## src/rtl/pipe_stage_buf.sv

```systemverilog
// -----------------------------------------------------------------------------
// pipe_stage_buf
//
// Handshaked pipeline stage register built as a DEPTH-entry circular buffer.
// It carries an opaque DATA_W payload plus an EXC_W exception vector between
// two adjacent pipeline stages.
//
// Once an entry with a non-zero exception vector is accepted, no younger entry
// is accepted until flush or reset. This keeps exceptions precise. Entries
// that are already buffered, including the excepting one, keep draining.
//
// Parameters:
//   DATA_W  payload width in bits (1..256)
//   EXC_W   exception vector width
//   DEPTH   number of entries (1..8); need not be a power of two
//   CNT_W   occupancy counter width (derived; do not override)
//
// Ports:
//   clk          rising-edge clock
//   rst          synchronous, active-high reset (priority over flush)
//   flush        synchronous discard of all entries (priority over push/pop)
//   in_valid     upstream offers an entry
//   in_ready     buffer accepts an entry; depends only on rst and registers
//   in_data      upstream payload
//   in_exc       upstream exception bits
//   out_valid    head entry present
//   out_ready    downstream consumes the head
//   out_data     head payload (undefined while out_valid=0)
//   out_exc      head exception bits (undefined while out_valid=0)
//   exc_pending  an excepting entry was accepted since the last flush/reset
//   count        current occupancy
// -----------------------------------------------------------------------------
module pipe_stage_buf #(
  parameter int DATA_W = 32,
  parameter int EXC_W  = 6,
  parameter int DEPTH  = 2,
  parameter int CNT_W  = $clog2(DEPTH + 1)
) (
  input  logic              clk,
  input  logic              rst,
  input  logic              flush,
  input  logic              in_valid,
  output logic              in_ready,
  input  logic [DATA_W-1:0] in_data,
  input  logic [EXC_W-1:0]  in_exc,
  output logic              out_valid,
  input  logic              out_ready,
  output logic [DATA_W-1:0] out_data,
  output logic [EXC_W-1:0]  out_exc,
  output logic              exc_pending,
  output logic [CNT_W-1:0]  count
);

  localparam int PTR_W = (DEPTH > 1) ? $clog2(DEPTH) : 1;
  localparam int ENT_W = DATA_W + EXC_W;

  localparam logic [PTR_W-1:0] LAST_PTR = PTR_W'(DEPTH - 1);
  localparam logic [CNT_W-1:0] FULL_CNT = CNT_W'(DEPTH);

  logic [ENT_W-1:0] mem [DEPTH];
  logic [PTR_W-1:0] wr_ptr;
  logic [PTR_W-1:0] rd_ptr;
  logic [CNT_W-1:0] cnt_q;
  logic             exc_hold;

  logic push;
  logic pop;
  logic discard;

  // Pointers wrap explicitly at DEPTH-1 so that non-power-of-two depths work.
  // Occupancy comes from cnt_q, not from comparing the pointers, so a full
  // buffer is never mistaken for an empty one.
  function automatic logic [PTR_W-1:0] next_ptr(input logic [PTR_W-1:0] p);
    return (p == LAST_PTR) ? '0 : p + 1'b1;
  endfunction

  // Reset and flush have the same effect: every handshake in that cycle is
  // dropped.
  assign discard = rst | flush;

  // in_ready does not look at out_ready. A full buffer therefore refuses a
  // push even when the head leaves in the same cycle. This keeps the ready
  // path between stages free of a combinational chain.
  assign in_ready = !rst && (cnt_q < FULL_CNT) && !exc_hold;

  assign push = in_valid & in_ready;
  assign pop  = out_valid & out_ready;

  assign out_valid   = (cnt_q != '0);
  assign out_data    = mem[rd_ptr][ENT_W-1:EXC_W];
  assign out_exc     = mem[rd_ptr][EXC_W-1:0];
  assign exc_pending = exc_hold;
  assign count       = cnt_q;

  // NOTE: sequential state is assigned with non-blocking (<=) so that every
  // register samples the pre-edge values of the others. Blocking assignments
  // here would make the result depend on statement order.
  always_ff @(posedge clk) begin
    if (discard) begin
      wr_ptr   <= '0;
      rd_ptr   <= '0;
      cnt_q    <= '0;
      exc_hold <= 1'b0;
    end else begin
      if (push) wr_ptr <= next_ptr(wr_ptr);
      if (pop)  rd_ptr <= next_ptr(rd_ptr);

      unique case ({push, pop})
        2'b10:   cnt_q <= cnt_q + 1'b1;
        2'b01:   cnt_q <= cnt_q - 1'b1;
        default: cnt_q <= cnt_q;
      endcase

      // The hold bit is sticky. Only the discard branch above clears it.
      if (push && (in_exc != '0)) exc_hold <= 1'b1;
    end
  end

  // NOTE: the storage array has no reset. An entry is only ever read after a
  // push has written it, because cnt_q gates out_valid. Keeping reset off the
  // array lets it map onto plain registers or LUT RAM without a clear network.
  always_ff @(posedge clk) begin
    if (push && !flush) begin
      mem[wr_ptr] <= {in_data, in_exc};
    end
  end

endmodule

```

## config.mk

```make
export PLATFORM = sky130hd
export DESIGN_NAME = pipe_stage_buf
export DESIGN_NICKNAME = d
export VERILOG_FILES = /design/src/rtl/pipe_stage_buf.sv
export SDC_FILE = /design/constraint.sdc
export NUM_CORES = 1
export LEC_CHECK = 0
export ABC_CLOCK_PERIOD_IN_PS = 6100
export CORE_MARGIN = 2
export CORE_UTILIZATION = 47
export CTS_CLUSTER_SIZE = 8
export DETAILED_ROUTE_END_ITERATION = 10
export PLACE_DENSITY = 0.79
export SETUP_SLACK_MARGIN = 0.5
export SLEW_MARGIN = 10
export SYNTH_ARGS = -nofsm -noshare
export SYNTH_HDL_FRONTEND = slang
export SYNTH_SLANG_ARGS = --single-unit
export TNS_END_PERCENT = 100
```

## constraint.sdc

```tcl
create_clock -name clk -period 6.1 [get_ports clk]
set_input_delay 1.22 -clock clk [delete_from_list [all_inputs] [get_ports clk]]
set_output_delay 1.22 -clock clk [all_outputs]
set_load 0.01 [all_outputs]
```

Yosys cells after proc, flatten, opt, wreduce, memory -nomap -nowiden
Memory sizes are Yosys's and may differ from the RTL's. A register that Yosys moved wholly into a read port is not among the register bits.
Index checks and enable logic that the tools add are counted.
{"block": "word_totals", "reg_bits": 5, "ram_bits": 76, "in_bits": 43, "output_inout_bits": 43, "word_cells": 32, "n_memories": 1}
{"name": "mem", "depth": 2, "width": 38, "read_ports": 1, "rd_clocked_by_memory_dff": 1, "wr": 1, "line_no": "60", "text": "logic [ENT_W-1:0] mem [DEPTH];"}
{"block": "op_classes", "addsub": 4, "magnitude_cmp": 1, "n_eq_ne": 2, "n_mux": 7, "bitwise": 3, "reduce_logical": 10}
{"op": "$mux 1", "count": 6}
{"op": "$reduce_bool 6->1", "count": 1}
{"op": "$logic_and 1x1->1", "count": 4}
{"op": "$pmux 2 s2", "count": 1}
{"op": "$reduce_bool 2->1", "count": 2}
{"op": "$logic_not 1->1", "count": 3}
{"op": "$add 1x1->1 const B", "count": 2}
{"op": "$add 2x1->2 const B", "count": 1}
{"op": "$and 1x1->1", "count": 2}
{"op": "$eq 2x1->1 const B", "count": 1}
{"op": "$eq 2x2->1 const B", "count": 1}
{"op": "$lt 2x2->1 const B", "count": 1}
{"op": "$sub 2x1->2 const B", "count": 1}
{"op": "$or 1x1->1", "count": 1}

Depth between registers and ports, before layout
Gate-level depths: netlist (run 1).
{"block": "depth", "ltp_word": 7, "ltp_mapped": 6, "depth_no_buf": 5}

Least setup slack after synthesis (run 1)
Ideal clock, no wire load.
{"block": "synth_timing", "path_type": "input port to flip-flop", "from": "input rst", "to": "memory mem[1][0] (netlist name) (enable)", "setup_ps": 489, "arrival_time_ps": 4671, "required_ps": 5611, "setup_slack_ps": 940, "path_stages": 3, "n_path_buf": 1, "cell_sequence": "or4b_1 -> buf_6 -> nor3b_1"}
{"block": "synth_via", "elab_chain_cells": 7}
{"element": "start: declaration", "line_no": "40", "text": "input logic rst,"}
{"element": "$logic_not 1->1", "line_no": "84", "text": "assign in_ready = !rst && (cnt_q < FULL_CNT) && !exc_hold;"}
{"element": "$logic_and 1x1->1 (2 in a row)", "line_no": "84"}
{"element": "$and 1x1->1", "line_no": "86", "text": "assign push = in_valid & in_ready;"}
{"element": "$logic_and 1x1->1", "line_no": "123", "text": "if (push && !flush) begin"}
{"element": "$mux 1", "line_no": "123"}
{"element": "$mux 1 (not written as such)", "line_no": "124", "text": "mem[wr_ptr] <= {in_data, in_exc};"}
{"element": "end: declaration", "line_no": "60"}
No other way between the ends.

Worst setup path after layout (run 1)
{"block": "layout_timing", "from": "input rst", "to": "memory mem[0][3] (netlist name) (enable)"}
The elaborated chain is that of the path after synthesis.

==> impl_results.md, run 1 <==
- RSZ-0062 raised after global routing: no
- Worst Tran Pin Value: 1.12 ns
- Leakage: 1.38 nW
- # diodes: 0
- Register area share after synthesis: 0.793
- Achievable frequency: 265 MHz
- Postcts setup bufs: 0
- Most frequent cells in the layout: clkdlybuf4s50_1, edfxtp_1, mux2_2
- Max Slew Vio Count: 0
- Comb power frac: 0.070
- Setup TNS: 0 ns
- Share of post-route cells with drive strength above 1: 0.249
- Clock latency on the worst-skew pair: 0.33 ns
- Post-synth cell types: 22
- Design Area, Final: 0.00420 mm2
- Area leader, netlist: edfxtp_1
- Clock tree buffer depth: 2
- First-pass GRT wire length: 8.03 mm
- Die area: 0.00711 mm2
- Setup Skew: 0.00618 ns
- Root buf cell: clkbuf_8
- Reg area: 0.00240 mm2
- Synthesized netlist net count: 192
- Post-CTS Hold Buffers: 0
- Die Y: 84.3 um
- H-tree levels: 3
- Commonest non-fill, non-tap cell in the layout: clkdlybuf4s50_1
- ANT nets after route: 0
- Internal power: 0.943 mW
- Top delay family on crit path: simple AND/OR/NAND/NOR gates
- Initial antenna violation count: 0
- I/O pins: 86
- Reg power frac: 0.545
- Place WS: 1.94 ns
- Vias in the first global route: 1679
- Slew HR: 0.247
- Synth Area in Compound Gates: 0.0120
- Synth-to-Final Area Change: 38.7%
- Hold crit path type: register to register
- Synth Area in Simple Gates: 0.0260
- Die X: 84.3 um
- Final Hold Viols: 0
- Sw Ratio: 0.182
- DRT Wirelength: 5.23 mm
- IO Port Bufs: 85
- # DRC: 0
- Starting Density: 0.483
- Total gr overflow: 0
- Largest family of logic cells by synthesized area: multiplexers
- Clock power frac: 0.385
- Via Count: 1625
- Core Area: 0.00628 mm2
- Post-synth ARST share: 0
- Startpoint Class: primary input
- Post-cts sizing count: 0
- Final worst slack: 2.32 ns
- Slowest stage delay, CP: 0.90 ns
- Post-DP HPWL: 3.52 mm
- CP Max Fanout: 24
- Crit path time final: 3.78 ns
- Max Cap Viol: 0
- Yosys reg bits: 82
- WP buf/inv: 2
- Largest net degree at the start of global routing: 39
- CTS tree: done
- Worst path cell trace: clkdlybuf4s50_1, or4b_1, nor3_2, buf_4
- Post-Synthesis Cells: 148
- Worst setup path class: primary input to register
- Syn_area_per_cell: 20.5 um2
- Status: finished, final reports clean
- Crit end category: register
- Fillers: 436
- Multi-input logic area: 608 um2
- Fraction of the mapped netlist area in adder cells: 0.00413
- Mux cell area share after synthesis: 0.141
- Main synth FF type: edfxtp_1
- Tcrit/Tclk final: 0.620
- Routed wire per std cell: 16.2 um
- Pwr per Cell Area: 274 mW/mm2
- Worst-path clk slew: 0.07 ns
- Arrival @ worst endpoint: 3.79 ns
- Clock sink count: 82
- Routability cong.: 0.704
- Setup-failing EPs final: 0
- Final #Nets: 285
- Synth warn: 0
- Sw Pwr: 0.210 mW
- Pre-Repair DR Iteration Count: 4
- Rows: 29
- CTS Buf Count: 9
- Post-synth top area share: 0.753
- Top cells by area, synth: edfxtp_1, mux2_2, dfxtp_1
- GRT Total Usage: 0.150
- Via-to-Cell Ratio: 5.05
- Worst Path Required: 6.11 ns
- Mapped cell area: 0.00303 mm2
- Maximum vdd drop: 0.197 mV
- Post-synth EDFFs: 76
- Post-Synth XOR/XNOR Area: 0.0140
- Post-DP Area: 0.00397 mm2
- Worst path slowest cell: nor3_2
- DRT iter0 DRCs: 76
[final timing paths]
path         slack, ns     endpoint  cells past startpoint   startpoint
max               2.32    mem[0][3]                      4          rst
min               0.53  exc_pending                      1  exc_pending
max reg2reg       3.35    mem[0][3]                      3     count[1]
min reg2reg       0.53  exc_pending                      1  exc_pending
[cell type report]
type	count	area share
flip-flops and latches	82	0.572
repair buffers	87	0.206
clock inverters	6	0.0253
clock buffers	9	0.0295
multi-input cells	61	0.145
well taps	77	0.0229
[per-layer routing]
metal / wire length (um) / part of all wire / track usage / vias up
li1: - / - / - / 763
met1: 2190 / 0.42 / 0.189 / 782
met2: 2560 / 0.49 / 0.235 / 66
met3: 323 / 0.062 / 0.0472 / 14
met4: 151 / 0.029 / 0.0777 / 0
met5: 0 / 0 / 0 / -
[stage by stage]
stage	total power, mW	cells	hold slack (ns)	util
after detailed placement	0.723	307	0.511	0.633
after global routing	1.19	322	0.565	0.670
after global placement	0.721	307	0.521	0.633
final	1.15	322	0.528	0.670
after floorplan	0.667	148	0.518	-
after CTS	1.16	322	0.538	0.670
[Yosys cell counts (2+ instances only)]
library cell and count:
mux2_2 38, xnor2_1 2, o21a_1 2, edfxtp_1 76
nor2_1 2, dfxtp_1 6, nor3_1 5, buf_2 3
[state kept, by name (all words and copies together) (netlist names), named ones only]
register / flops
wr_ptr: 1
exc_pending: 1
rd_ptr: 1
count: 2
mem: 76
[power groups by stage]
stage,Sequential [mW],Combinational (mW),Clock (mW)
2_1_floorplan,0.641,0.0263,0
3_3_place_gp,0.642,0.0795,0
3_5_place_dp,0.642,0.0809,0
4_1_cts,0.629,0.0817,0.452
5_1_grt,0.630,0.0860,0.479
6_report,0.629,0.0807,0.444
[cell families (layout without fill, tap and decap cells)]
logic type               after synthesis  after routing
XOR/XNOR                               4              4
flip-flops                            82             82
AO/OA/AOI/OAI                          5              5
AND/OR/NAND/NOR                       13             13
buffers and inverters                  5            102
adder cells (fa/ha/maj)                1              1
multiplexers                          38             38
Note: power is estimated with default switching activity, not from simulation.
==> run 2: changes to the inputs <==
Settings changed: ABC_CLOCK_PERIOD_IN_PS 6100 to 3500.
Clock period 6.1 ns to 3.5 ns, I/O delays scaled along.
==> run 2 against run 1 <==
Net effect: count of clock-buffer cells in the layout is the same; clock skew increased by 0.0011 ns; highest routed layer unchanged; worst setup slack lost 1.7 ns; global-route usage increased by 1.8 points; clock power increased by 79%; critical endpoint is now out_data[9]; wire length increased by 8.5%; utilization up 0.72 points; critical path depth shrank 1; sequential cell count unchanged; critical path type is now register to output port.
==> impl_results.md, run 2 (same netlist as run 1, synthesis figures left out) <==
- Worst R2R Start: count[1]
- Die area: 0.00711 mm2
- GRT Total Usage: 0.168
- Crit path time final: 2.84 ns
- Achievable frequency: 352 MHz
- Via-to-Cell Ratio: 5.05
- Top reg by flops: mem
- Hold crit path type: register to register
- Most frequent cells in the layout: clkdlybuf4s50_1, edfxtp_1, mux2_2
- Largest net degree at the start of global routing: 26
- Worst Path Required: 2.80 ns
- Leakage: 1.41 nW
- Tot Pwr: 2.04 mW
- Fillers: 414
- Postcts setup bufs: 0
- Max Slew Vio Count: 0
- Core Util, Final: 0.677
- Die Y: 84.3 um
- CTS tree: done
- Post-cts sizing count: 0
- Hold slack final: 0.535 ns
- Tcrit/Tclk final: 0.811
- I/O pins: 86
- Setup Skew: 0.00732 ns
- Setup-failing EPs final: 0
- CP Max Fanout: 25
- Reg area: 0.00240 mm2
- Clock tree buffer depth: 2
- Die X: 84.3 um
- Setup TNS: 0 ns
- Worst setup path class: register to output port
- Final Hold Viols: 0
- Via Count: 1646
- Post-DP HPWL: 3.80 mm
- # DRC: 0
- RSZ-0062 raised after global routing: no
- Worst-path clk slew: 0.08 ns
- Routed wire per std cell: 17.4 um
- Share of post-route cells with drive strength above 1: 0.265
- H-tree levels: 3
- Worst Tran Pin Value: 0.398 ns
- Routability cong.: 0.707
- Total gr overflow: 0
- Final #Nets: 288
- ANT nets after route: 0
- DRT Wirelength: 5.67 mm
- Hold_sp: exc_pending
- Clock latency on the worst-skew pair: 0.34 ns
- Initial antenna violation count: 0
- Synth-to-Final Area Change: 40.2%
- Clock sink count: 82
- Crit end category: output port
- Status: finished, final reports clean
- Arrival @ worst endpoint: 2.14 ns
- Startpoint Class: register
- IO Port Bufs: 85
- Vias in the first global route: 1760
- # diodes: 0
- DRT iter0 DRCs: 63
- Max FFs per register: 76
- Maximum vdd drop: 0.326 mV
- Post-CTS Hold Buffers: 0
- Root buf cell: clkbuf_8
- CTS Buf Count: 9
- Commonest non-fill, non-tap cell in the layout: clkdlybuf4s50_1
- Core Area: 0.00628 mm2
- Pwr per Cell Area: 479 mW/mm2
- Starting Density: 0.483
- First-pass GRT wire length: 8.95 mm
- Multi-input logic area: 621 um2
- Slew HR: 0.732
- Max Cap Viol: 0
- Rows: 29
- Pre-Repair DR Iteration Count: 4
## run 2: changes by cell type in the layout (fill, tap and decap cells not counted)
cell,change
clkinv_2,+1
nor3_2,-1
buf_4,+3
nor3b_2,-1
nor3_4,+1
inv_6,+1
clkinv_1,-1
nor3b_4,+1
## run 2: final cells by class
class                   instances  share of cell area
flip-flops and latches         82               0.566
repair buffers                 90               0.209
multi-input cells              61               0.146
clock buffers                   9              0.0292
clock inverters                 7              0.0274
well taps                      77              0.0227
## run 2: power by group
group          internal [mW]  switching (mW)  total [mW]
Sequential              1.09         0.00665        1.10
Clock                  0.474           0.321       0.795
Combinational         0.0906          0.0560       0.147
Total                   1.65           0.384        2.04
## run 2: routing by layer
layer / up-vias / wire, um / global-route usage
li1: 771 / - / -
met1: 808 / 2400 / 0.215
met2: 60 / 2770 / 0.269
met3: 7 / 417 / 0.0521
met4: 0 / 89 / 0.0704
met5: - / 0 / 0
## run 2: critical path, stage by stage, from the launching register on
cell and delay (ns):
dfxtp_2 0.52, buf_4 0.39, mux2_2 0.39, clkdlybuf4s50_1 0.50
## run 2: worst paths after layout
kind	to	slack [ns]	cells after the start
worst max register to register	count[1]	1.40	4
worst min register to register	exc_pending	0.53	1
worst min-delay path	exc_pending	0.53	1
worst max-delay path	out_data[9]	0.66	3
## run 2: stage by stage
stage | setup WS, ns | area [um2] | std cells
2_1_floorplan | 0.726 | 3050 | 148
3_3_place_gp | 0.610 | 4010 | 310
3_5_place_dp | 0.522 | 4010 | 310
4_1_cts | 0.626 | 4250 | 326
5_1_grt | 0.548 | 4250 | 326
6_report | 0.661 | 4250 | 326
==> run 3: changes to the inputs <==
Settings changed: ABC_CLOCK_PERIOD_IN_PS 3500 to 2400, CORE_UTILIZATION 47 to 42, PLACE_DENSITY 0.79 to 0.75.
Clock period 3.5 ns to 2.4 ns, I/O delays scaled along.
==> run 3 against run 2 <==
Net effect: cell count grew 12%; utilization grew 1.4 points; non-clock buffer count increased by 20; cell area rose by 12%; via count is 7.2% higher; clock power is 26% higher; clock skew up 0.0043 ns; worst setup slack worse by 0.27 ns; sequential cell count is the same; sequential share of layout area decreased by 6.1 points; critical path depth grew 2; critical path type unchanged; critical endpoint is now out_data[28]; largest power group unchanged.
==> impl_results.md, run 3 (same netlist as run 1, synthesis figures left out) <==
- Status: finished, final reports clean
- CP Max Fanout: 8
- Share of post-route cells with drive strength above 1: 0.487
- Final non-filler cell total: 365
- Slew HR: 0.711
- Wire length on met1: 2.85 mm
- Pre-Repair DR Iteration Count: 4
- Commonest non-fill, non-tap cell in the layout: edfxtp_1
- Crit path time final: 2.01 ns
- Most frequent cells in the layout: edfxtp_1, clkdlybuf4s50_1, buf_6
- Routability cong.: 0.726
- ANT nets after route: 0
- Worst setup path class: register to output port
- Pwr per Cell Area: 601 mW/mm2
- Core Util, Final: 0.691
- Post-DP HPWL: 3.71 mm
- IO Port Bufs: 85
- Top Layer Used: met4
- CTS Buf Count: 9
- Rows: 30
- Worst-path clk slew: 0.09 ns
- Final Hold Viols: 0
- Die area: 0.00791 mm2
- Arrival @ worst endpoint: 1.53 ns
- Met3 wire length: 465 um
- Setup-failing EPs final: 0
- Top reg by flops: mem
- Largest net degree at the start of global routing: 39
- I/O pins: 86
- Via-to-Cell Ratio: 4.84
- Max Cap Viol: 0
- DRT Wirelength: 6.63 mm
- Startpoint Class: register
- Routed wire per std cell: 18.2 um
- Design Area, Final: 0.00477 mm2
- Setup Skew: 0.0116 ns
- Final #Nets: 308
- Clock latency on the worst-skew pair: 0.35 ns
- Post-DP Area: 0.00408 mm2
- Vias in the first global route: 1852
- First-pass GRT wire length: 9.37 mm
- Root buf cell: clkbuf_8
- Initial antenna violation count: 0
- DRT iter0 DRCs: 100
- Clock tree buffer depth: 2
- RSZ-0062 raised after global routing: yes
- # DRC: 0
- Starting Density: 0.439
- Placed cells: 330
- Total gr overflow: 0
- Hold crit path type: register to register
- Core Area: 0.00691 mm2
- Crit end category: output port
- CTS tree: done
- Via Count: 1765
- Leakage: 1.74 nW
- Die X: 88.9 um
- # diodes: 0
- Achievable frequency: 498 MHz
- H-tree levels: 3
- Maximum vdd drop: 0.284 mV
- Max Slew Vio Count: 0
- Worst Path Required: 1.92 ns
- Max FFs per register: 76
- Fillers: 461
- GRT Total Usage: 0.163
- Clock sink count: 82
- Tcrit/Tclk final: 0.836
- Die Y: 88.9 um
- Met2 wire length: 3.29 mm
- Post-CTS Hold Buffers: 0
- Synth-to-Final Area Change: 57.5%
- Worst Tran Pin Value: 0.432 ns
## run 3: area by class of cell
cell class                 instances  area, um2  area share
timing repair buffer             110       1260       0.265
clock inverter                     7       77.6      0.0163
tap                               96        120      0.0252
multi-input combinational         61        777       0.163
sequential                        82       2410       0.505
clock buffer                       9        124      0.0260
## run 3: stage by stage
| step | worst slack (ns) | hold WS, ns | setup TNS (ns) | power [mW] |
|---|---|---|---|---|
| 2_1_floorplan | -0.139 | 0.518 | -6.60 | 1.70 |
| 3_3_place_gp | 0.0480 | 0.529 | 0 | 1.85 |
| 3_5_place_dp | -0.00291 | 0.528 | -0.00291 | 1.85 |
| 4_1_cts | 0.374 | 0.548 | 0 | 2.87 |
| 5_1_grt | 0.354 | 0.564 | 0 | 2.96 |
| 6_report | 0.393 | 0.536 | 0 | 2.87 |
## run 3: per-layer routing
layer / vias to the layer above / global-route usage
met5: - / 0
met4: 0 / 0.0366
met3: 3 / 0.0619
met2: 73 / 0.265
met1: 879 / 0.211
li1: 810 / -
## run 3: critical path, cell delays in order (launching register included)
cell and delay [ns]:
dfxtp_4 0.37, buf_12 0.12, buf_12 0.12, buf_16 0.14, mux2_4 0.30, buf_6 0.12
## run 3: repair_timing
item / 4_1_cts / 5_1_grt
gates resized for setup: 236 / 8
pin swaps: 5 / 2
buffers inserted: 7 / 5
setup endpoints to repair: 118 / 68
cloned: 3 / 4
## run 3: worst paths after layout
path	from	end	slack (ns)	cells after the start
worst max register to register	count[1]	mem[0][9]	0.47	5
worst min register to register	count[1]	count[1]	0.54	2
worst min-delay path	count[1]	count[1]	0.54	2
worst max-delay path	register	out_data[28]	0.39	5
## run 3: power by group
group          internal (mW)  total, mW  switching [mW]  leakage [nW]
Clock                  0.487      0.999           0.512        0.0885
Combinational          0.174      0.274           0.100         0.907
Sequential              1.59       1.60          0.0101         0.740
